$ cat config.mk
export PLATFORM = sky130hd
export DESIGN_NAME = mem_access_unit
export DESIGN_NICKNAME = d
export VERILOG_FILES = /design/src/rtl/mem_access_unit.sv
export SDC_FILE = /design/constraint.sdc
export NUM_CORES = 1
export LEC_CHECK = 0
export CAP_MARGIN = 25
export CORE_AREA = 4 4 97 144
export DETAILED_ROUTE_END_ITERATION = 12
export DIE_AREA = 0 0 101 148
export PLACE_DENSITY = 0.75
export SYNTH_ARGS = -nofsm -noshare
export SYNTH_HDL_FRONTEND = slang
export SYNTH_SLANG_ARGS = --single-unit
$ cat constraint.sdc
create_clock -name clk -period 3.4 [get_ports clk]
set_input_delay 0.68 -clock clk [delete_from_list [all_inputs] [get_ports clk]]
set_output_delay 0.68 -clock clk [all_outputs]
set_load 0.01 [all_outputs]
$ cat src/rtl/mem_access_unit.sv
// rtl/mem_access_unit.sv - multi-cycle data-memory access engine (req/ack handshake, stall, timeout)
module mem_access_unit #(
    parameter int TIMEOUT = 15
) (
    input  logic        clk,
    input  logic        rst,
    input  logic        start,
    input  logic        mem_read,
    input  logic        mem_write,
    input  logic [31:0] addr,
    input  logic [31:0] wdata,
    output logic        stall,
    output logic [31:0] load_data,
    output logic        load_valid,
    output logic        err,
    output logic        mem_req,
    output logic        mem_we,
    output logic [31:0] mem_addr,
    output logic [31:0] mem_wdata,
    input  logic        mem_ack,
    input  logic [31:0] mem_rdata
);

    typedef enum logic [1:0] {
        IDLE = 2'd0,
        BUSY = 2'd1,
        DONE = 2'd2
    } state_t;

    localparam logic [7:0] LAST_WAIT = 8'(TIMEOUT - 1);

    state_t     state;
    logic [7:0] wait_cnt;
    logic       is_load;
    logic       cmd_valid;

    assign cmd_valid = (mem_read ^ mem_write) && (addr[1:0] == 2'b00);

    // Combinational so the issuing instruction is held from its very first cycle.
    assign stall = ((state == IDLE) && start && cmd_valid) || (state == BUSY);

    always_ff @(posedge clk or posedge rst) begin
        if (rst) begin
            state      <= IDLE;
            wait_cnt   <= 8'd0;
            is_load    <= 1'b0;
            mem_req    <= 1'b0;
            mem_we     <= 1'b0;
            mem_addr   <= 32'd0;
            mem_wdata  <= 32'd0;
            load_data  <= 32'd0;
            load_valid <= 1'b0;
            err        <= 1'b0;
        end else begin
            case (state)
                IDLE: begin
                    load_valid <= 1'b0;
                    err        <= 1'b0;
                    if (start) begin
                        if (cmd_valid) begin
                            mem_addr  <= addr;
                            mem_wdata <= wdata;
                            mem_we    <= mem_write;
                            is_load   <= mem_read;
                            mem_req   <= 1'b1;
                            wait_cnt  <= 8'd0;
                            state     <= BUSY;
                        end else begin
                            err <= 1'b1;
                        end
                    end
                end
                BUSY: begin
                    // Acknowledge is tested first so an ack in the timeout cycle wins.
                    if (mem_ack) begin
                        if (is_load) begin
                            load_data <= mem_rdata;
                        end
                        mem_req    <= 1'b0;
                        mem_we     <= 1'b0;
                        load_valid <= 1'b1;
                        state      <= DONE;
                    end else if (wait_cnt == LAST_WAIT) begin
                        if (is_load) begin
                            load_data <= 32'd0;
                        end
                        mem_req    <= 1'b0;
                        mem_we     <= 1'b0;
                        err        <= 1'b1;
                        load_valid <= 1'b1;
                        state      <= DONE;
                    end else begin
                        wait_cnt <= wait_cnt + 8'd1;
                    end
                end
                DONE: begin
                    load_valid <= 1'b0;
                    err        <= 1'b0;
                    state      <= IDLE;
                end
                default: begin
                    state <= IDLE;
                end
            endcase
        end
    end

endmodule

==> reports/qor.txt, run 1 <==
Layout Skew: 10.27 ps
# fillers: 1079
Multi-input gate area: 0.001790 sq mm
Final antenna-violating net count: 0
Hold Crit Class: reg2reg
Io pins: 203
Power Dens Cells: 835.7 mW/mm^2
Synth warnings: 0
Drt pass-1 iters: 4
HPWL Detailed: 9.442 mm
FF+latch area: 0.002778 sq mm
CP required: 2720 ps
Internal power: 3.984 mW
Post-CTS sizing: 0
Leak pwr: 3.099 nW
Pins Over Slew Limit: 0
DP Area: 0.006875 sq mm
Max-cap violations: 0
Status: complete, no violations
Peak supply drop: 0.3565 mV
Total chip power: 5.990 mW
Cts hold-fix bufs: 0
Number of synthesized register bits: 111
Post-route minimum period: 2872 ps
Met3 track demand over resource: 0.05146
Yosys cell types: 40
Syn Inst Count: 380
Area fraction of the dominant cell type after synthesis: 0.5868
Area leader, netlist: dfrtp_1
CP endpoint kind: primary output
Overflow after GRT: 0
CTS Buffer Depth: 2
Synth async-reset ratio: 1.000
Synth Flop Type: dfrtp_1
Slew HR: 0.3985
Num rows: 50
Finished Cell Area: 0.007167 sq mm
Register area share after synthesis: 0.5868
Routed WL: 12.78 mm
Core area: 0.01257 sq mm
Max H-tree Level: 3
Core Util, Final: 0.5700
Placer Congestion: 0.8170
FMAX: 348.1 MHz
M2 GR Usage: 0.2817
Switch Pwr: 2.005 mW
Syn Area/Cell: 12.46 sq um
Vias: 3798
RSZ-0062 raised after global routing: false
Initial antenna violation count: 0
Worst-margin pin slew: 900.0 ps
Area contributors post-synth: dfrtp_1 (59%), mux2_2 (16%), o21ai_0 (4.3%)
Clock power frac: 0.171
Global-route wire length before repair: 19.83 mm
Port bufs: 202
Switch share: 0.3348
DRC Markers: 0
Reg clk slew, reported paths: 70 ps
Period utilization: 0.8448
Global Route met1 Usage: 0.2037
Post-synth net total: 490
Vias in the first global route: 3916
Synthesis-to-layout area growth: 51.41%
Ant. Diodes: 0
GRT Max-Usage Layer: met2
Logic pwr share: 0.458
Clock root buffer: clkbuf_16
Fin. Hold Viols: 0
Share of layout cells above drive strength 1: 0.1696
CTS tree: done
CTS Sinks: 111
Crit path DAT: 2190 ps
Cts bufs inserted: 9
Nets: 683
Die Y: 148 um
Drt initial violations: 119
Die Wd: 101 um
GRT Total Usage: 0.1662
Fin Setup TNS: 0 ps
Crit Path Category: in2out
Skew-Pair Late Insertion Delay: 350 ps
Final setup fails: 0
Post-Syn Area: 0.004733 sq mm
Max FO, Critical Path: 4
Setup repair bufs after CTS: 0
Sequential fraction of design power: 0.372
Routed len/inst: 17.41 um
Largest net degree at the start of global routing: 67
Number of flops mapped to enable cells by yosys: 0
Drt via density: 5.174
Initial Utilization: 0.3764
Die area: 0.01495 sq mm
Startpoint types: input port
-- metrics by stage --
| step | hold slack [ps] | worst slack, ps | std cells |
|---|---|---|---|
| finish | 492.4 | 527.6 | 734 |
| global route | 513.1 | 450.0 | 734 |
| CTS | 498.9 | 508.2 | 734 |
| detailed placement | 479.2 | 491.0 | 718 |
| global placement | 481.9 | 519.1 | 717 |
| floorplan | 481.7 | 1267 | 380 |
-- placed cells by master (no fill, tap or decap), drive strengths merged, types with 2 or more instances in the layout --
cell and instances:
clkdlybuf4s50 202, dfrtp 111, mux2 66, o21ai 42
nand2 39, nand4 32, clkbuf 9, o31ai 8
ha 8, buf 7, inv 7, nor2 5
clkinv 5, nand3 4, and2 3, o41ai 3
a21oi 3, and4 2, clkinvlp 2, a21boi 2
-- metal layers --
metal | wire (um) | vias to the layer above
li1 | - | 1753
met1 | 4883 | 1848
met2 | 6475 | 184
met3 | 1269 | 13
met4 | 150 | 0
met5 | 0 | -
-- synthesized netlist by cell type, types with 2 or more instances --
cell      number
buf_6          5
dfrtp_1      111
nand3_1        4
nand4_1       32
a21oi_1        3
nand2_1       39
nor2_1         5
inv_1          6
o41ai_1        2
and4_1         2
clkbuf_1      19
o21ai_0       41
ha_1           8
mux2_2        66
and2_1         3
o31ai_1        8
buf_2          3
-- power groups by stage --
stage	Combinational, mW	Clock, mW	Sequential (mW)
global route	2.97	1.11	2.31
floorplan	0.971	0	2.49
CTS	2.79	1.05	2.23
finish	2.74	1.02	2.23
global placement	2.70	0	2.22
detailed placement	2.78	0	2.25
-- final timing paths --
kind	from	depth (start not counted)	end	slack [ps]
setup / recovery	mem_write	5	stall	530
hold / removal	mem_addr[0]	1	mem_addr[0]	490
setup reg to reg	state[1]	6	load_data[4]	1030
hold reg to reg	mem_addr[0]	1	mem_addr[0]	490
max in group asynchronous	rst	3	state[0]	1930
min in group asynchronous	rst	3	mem_addr[5]	890
-- area by class of cell --
cell class | count | share of cell area
inverters | 7 | 0.004190
multi-input cells | 235 | 0.2498
well taps | 156 | 0.02723
clock buffers | 9 | 0.03142
repair buffers | 209 | 0.2905
flip-flops and latches | 111 | 0.3876
clock inverters | 7 | 0.009253
-- worst max-delay path, stage by stage --
cell             delay (ps)
clkdlybuf4s50_1         460
xnor2_2                 290
nand4b_4                200
nand2_1                  70
clkdlybuf4s50_1         500
-- registers in the layout (all words and copies together) (netlist names) --
name / flops
err: 1
is_load: 1
load_data: 32
load_valid: 1
mem_addr: 32
mem_req: 1
mem_wdata: 32
mem_we: 1
state: 2
wait_cnt: 8
-- logic make-up (layout without fill, tap and decap cells) --
family / count (synthesis) / count (layout) / share of synthesized area
adder cells (fa/ha/maj): 8 / 8 / 0.02115
AND/OR/NAND/NOR: 95 / 95 / 0.1092
XOR/XNOR: 1 / 1 / 0.003437
AO/OA/AOI/OAI: 65 / 65 / 0.08671
flip-flops: 111 / 111 / 0.5868
multiplexers: 66 / 66 / 0.1570
buffers and inverters: 34 / 232 / 0.03568
(Power assumes the default switching activity.)
==> run 2, diff against run 1 <==
- CORE_AREA: 4 4 97 144 -> 4 4 91 136
- DIE_AREA: 0 0 101 148 -> 0 0 95 140
- PLACE_DENSITY: 0.75 -> 0.8
- clock period: 3.4 -> 2.9 ns (I/O delays scaled with it)
==> reports/qor.txt, run 2 (same netlist as run 1, synthesis figures left out) <==
Die area: 0.01330 sq mm
Finished Cell Area: 0.007173 sq mm
Core area: 0.01129 sq mm
Pins Over Slew Limit: 0
Final setup fails: 0
PnR worst setup slack: 123.1 ps
Commonest non-fill, non-tap cell in the layout: clkdlybuf4s50_1
Io pins: 203
Num rows: 48
Most used cell, CP: clkdlybuf4s50_1
Ant. Diodes: 0
Global-route wire length before repair: 20.66 mm
Cts bufs inserted: 9
Status: complete, no violations
HPWL Detailed: 9.602 mm
Post-CTS sizing: 0
Peak supply drop: 0.4984 mV
Clock root buffer: clkbuf_16
R2r setup slk: 500 ps
Initial Utilization: 0.4192
Startpoint types: input port
Synthesis-to-layout area growth: 51.55%
Routed WL: 13.05 mm
Drt pass-1 iters: 6
Setup repair bufs after CTS: 0
Post-Place Setup Slack: 152.0 ps
Cts hold-fix bufs: 0
Non-filler cells in the finished layout: 728
CTS tree: done
Hold Slack: 501.2 ps
Drt initial violations: 244
Leak pwr: 3.108 nW
Critical path's slowest cell: clkdlybuf4s50_1
Max-cap violations: 0
Core Util, Final: 0.6353
Layout Skew: 8.685 ps
Max H-tree Level: 3
Placed cell count: 712
CP endpoint kind: primary output
Period utilization: 0.9576
Reg clk slew, reported paths: 70 ps
CP required: 2320 ps
Skew-Pair Late Insertion Delay: 340 ps
Crit path buf inv count: 2
Drt via density: 5.246
Hold Crit Class: reg2reg
Final antenna-violating net count: 0
Worst-margin pin slew: 872.5 ps
Nets: 683
Total chip power: 7.045 mW
Vias in the first global route: 4081
CTS Buffer Depth: 2
Critical path's largest stage delay: 500 ps
DRC Markers: 0
Top flop regs: load_data (32), mem_addr (32), mem_wdata (32)
Delay-heaviest family, CP: buffers and inverters
Crit-path cells: clkdlybuf4s50_1, xnor2_2, nand4b_4, nand2_1, clkdlybuf4s50_1
Overflow after GRT: 0
Most frequent cells in the layout: clkdlybuf4s50_1 (202), dfrtp_1 (111), mux2_2 (66), o21ai_0 (41), nand2_1 (39)
Fin Setup TNS: 0 ps
Post-route minimum period: 2777 ps
Port bufs: 202
Routed len/inst: 17.93 um
RSZ-0062 raised after global routing: false
Fin. Hold Viols: 0
Placer Congestion: 0.8189
Slew HR: 0.4169
Largest net degree at the start of global routing: 112
CTS Sinks: 111
Share of layout cells above drive strength 1: 0.1696
Initial antenna violation count: 0
# fillers: 919
DP Area: 0.006893 sq mm
FMAX: 360.1 MHz
Vias: 3819
Crit path DAT: 2200 ps
Die Y: 140 um
Crit Path Category: in2out
Die Wd: 95 um
Power Dens Cells: 982.1 mW/mm^2
Max FO, Critical Path: 4
GRT Total Usage: 0.1990
==> run 2: cell types whose count changed in the layout (fill, tap and decap cells not counted), sizes merged <==
cell / delta
inv: +1
clkinv: -1
==> run 2: cell type report <==
| cell class | count | area [sq um] | area share |
|---|---|---|---|
| timing repair buffer | 209 | 2107 | 0.2937 |
| multi-input combinational | 235 | 1790 | 0.2496 |
| clock buffer | 9 | 225.2 | 0.03140 |
| clock inverter | 7 | 55.05 | 0.007675 |
| tap | 150 | 187.7 | 0.02616 |
| inverter | 7 | 30.03 | 0.004186 |
| sequential | 111 | 2778 | 0.3872 |
==> run 2: per-layer routing <==
metal / global-route usage / vias to the layer above / wire length, um
met1: 0.2291 / 1877 / 4767
li1: - / 1754 / -
met3: 0.05051 / 24 / 1124
met2: 0.3457 / 164 / 6773
met4: 0.08289 / 0 / 386
met5: 0 / - / 0
==> run 2: power by group <==
part / total [mW] / switching [mW] / internal, mW
clock network: 1.17 / 0.574 / 0.594
logic: 3.25 / 1.41 / 1.84
registers: 2.63 / 0.388 / 2.24
total: 7.04 / 2.37 / 4.68
==> run 2: final timing paths <==
path	from	to	depth (start not counted)
worst max-delay path	mem_write	stall	5
worst min-delay path	mem_addr[1]	mem_addr[1]	1
worst max register to register	state[1]	load_data[10]	6
worst min register to register	mem_addr[1]	mem_addr[1]	1
max in group asynchronous	rst	mem_addr[26]	3
min in group asynchronous	rst	mem_addr[27]	3
==> run 3, diff against run 2 <==
- CORE_AREA: 4 4 91 136 -> 4 4 117 119
- DIE_AREA: 0 0 95 140 -> 0 0 121 123
- PLACE_DENSITY: 0.8 -> 0.75
- clock period: 2.9 -> 2.2 ns (I/O delays scaled with it)
==> reports/qor.txt, run 3 (same netlist as run 1, synthesis figures left out) <==
Status: complete, no violations
Power Dens Cells: 1295 mW/mm^2
CP endpoint kind: primary output
Die area: 0.01488 sq mm
Die Wd: 121 um
Largest net degree at the start of global routing: 36
Max-cap violations: 0
Num rows: 41
Worst-margin pin slew: 573.5 ps
GRT Total Usage: 0.1703
Routed len/inst: 16.61 um
Leak pwr: 3.198 nW
Crit Path Category: in2out
Final setup fails: 0
Peak supply drop: 0.5575 mV
Skew-Pair Late Insertion Delay: 340 ps
Core Util, Final: 0.5872
Setup repair bufs after CTS: 0
Most frequent cells in the layout: clkdlybuf4s50_1 (200), dfrtp_1 (111), mux2_2 (66), o21ai_0 (41), nand2_1 (39)
Drt initial violations: 219
Crit path DAT: 1700 ps
Reg clk slew, reported paths: 70 ps
Global-route wire length before repair: 20.24 mm
Nets: 696
DRC Markers: 0
Final antenna-violating net count: 0
Post-route minimum period: 2142 ps
Vias in the first global route: 3957
RSZ-0062 raised after global routing: false
Critical path's largest stage delay: 470 ps
Overflow after GRT: 0
Routed WL: 12.68 mm
Non-filler cells in the finished layout: 763
Synthesis-to-layout area growth: 55.91%
Cts bufs inserted: 9
# fillers: 1051
CP required: 1760 ps
Max H-tree Level: 3
Vias: 3811
Share of layout cells above drive strength 1: 0.1946
Top flop regs: load_data (32), mem_addr (32), mem_wdata (32)
Layout Skew: 7.872 ps
Delay-heaviest family, CP: buffers and inverters
Initial antenna violation count: 0
Pins Over Slew Limit: 0
Hold Crit Class: in2reg
Crit path buf inv count: 2
Commonest non-fill, non-tap cell in the layout: clkdlybuf4s50_1
Core area: 0.01257 sq mm
Drt pass-1 iters: 4
Die Y: 123 um
CTS Sinks: 111
CTS Buffer Depth: 2
FMAX: 466.7 MHz
Startpoint types: input port
Drt via density: 4.995
Period utilization: 0.9739
Placer Congestion: 0.8292
Io pins: 203
Crit-path cells: clkdlybuf4s50_1, xnor2_2, nand4b_4, nand2_1, dlygate4sd2_1
Max FO, Critical Path: 2
Placed cell count: 746
Initial Utilization: 0.3766
CTS tree: done
Clock root buffer: clkbuf_16
Critical path's slowest cell: clkdlybuf4s50_1
Port bufs: 202
Slew HR: 0.6169
Fin. Hold Viols: 0
Ant. Diodes: 0
HPWL Detailed: 9.551 mm
Hold Slack: 440.4 ps
==> run 3: cell count changes in the layout (fill, tap and decap cells not counted), sizes merged, moves of 2 or more <==
cell,delta
clkbuf,+2
buf,+13
clkdlybuf4s50,-2
clkinv,-3
==> run 3: power breakdown <==
part	internal, mW	switching, mW
combinational	2.52	1.84
clock	0.954	0.742
sequential	2.96	0.543
==> run 3: path summary, 6_finish.rpt <==
kind,from,to,slack [ps],cells past startpoint
min in group asynchronous,rst,is_load,500,2
setup / recovery,mem_write,stall,60,5
setup reg to reg,wait_cnt[0],state[1],190,6
max in group asynchronous,rst,mem_addr[24],1170,3
hold / removal,mem_read,is_load,440,2
hold reg to reg,mem_addr[1],mem_addr[1],490,1
==> run 3: per-layer routing <==
metal / global-route usage / wire length [um]
met5: 0 / 0
met4: 0.06516 / 250
met3: 0.04117 / 897
met2: 0.2706 / 6041
met1: 0.2270 / 5487
==> run 3: layout make-up <==
| class | instances | area [sq um] | area share |
|---|---|---|---|
| Sequential cell | 111 | 2778 | 0.3764 |
| Timing Repair Buffer | 222 | 2218 | 0.3006 |
| Multi-Input combinational cell | 235 | 1823 | 0.2470 |
| Clock buffer | 11 | 252.7 | 0.03425 |
| Tap cell | 172 | 215.2 | 0.02916 |
| Clock inverter | 5 | 62.56 | 0.008477 |
| Inverter | 7 | 30.03 | 0.004069 |
==> run 3: metrics by stage <==
step	power, mW	cell area [sq um]	setup slack [ps]	setup TNS (ps)
global route	10.15	7380	4.492	0
floorplan	5.345	4737	307.3	0
CTS	9.671	7355	28.83	0
finish	9.559	7380	57.51	0
detailed placement	7.888	7015	-328.0	-16640
global placement	7.744	7015	-257.3	-12010
==> run 3: repair_timing <==
action	CTS	global route
gates resized for setup	6	2
pin swaps	0	1
setup endpoints to repair	1	6
hold buffers	0	0
==> run 3: worst register-to-register path, cell delays in order (launching register included) <==
cell	delay [ps]
dfrtp_1	430
inv_1	80
ha_1	160
nor3b_1	450
a21boi_2	190
nor2_1	230
mux2_2	360
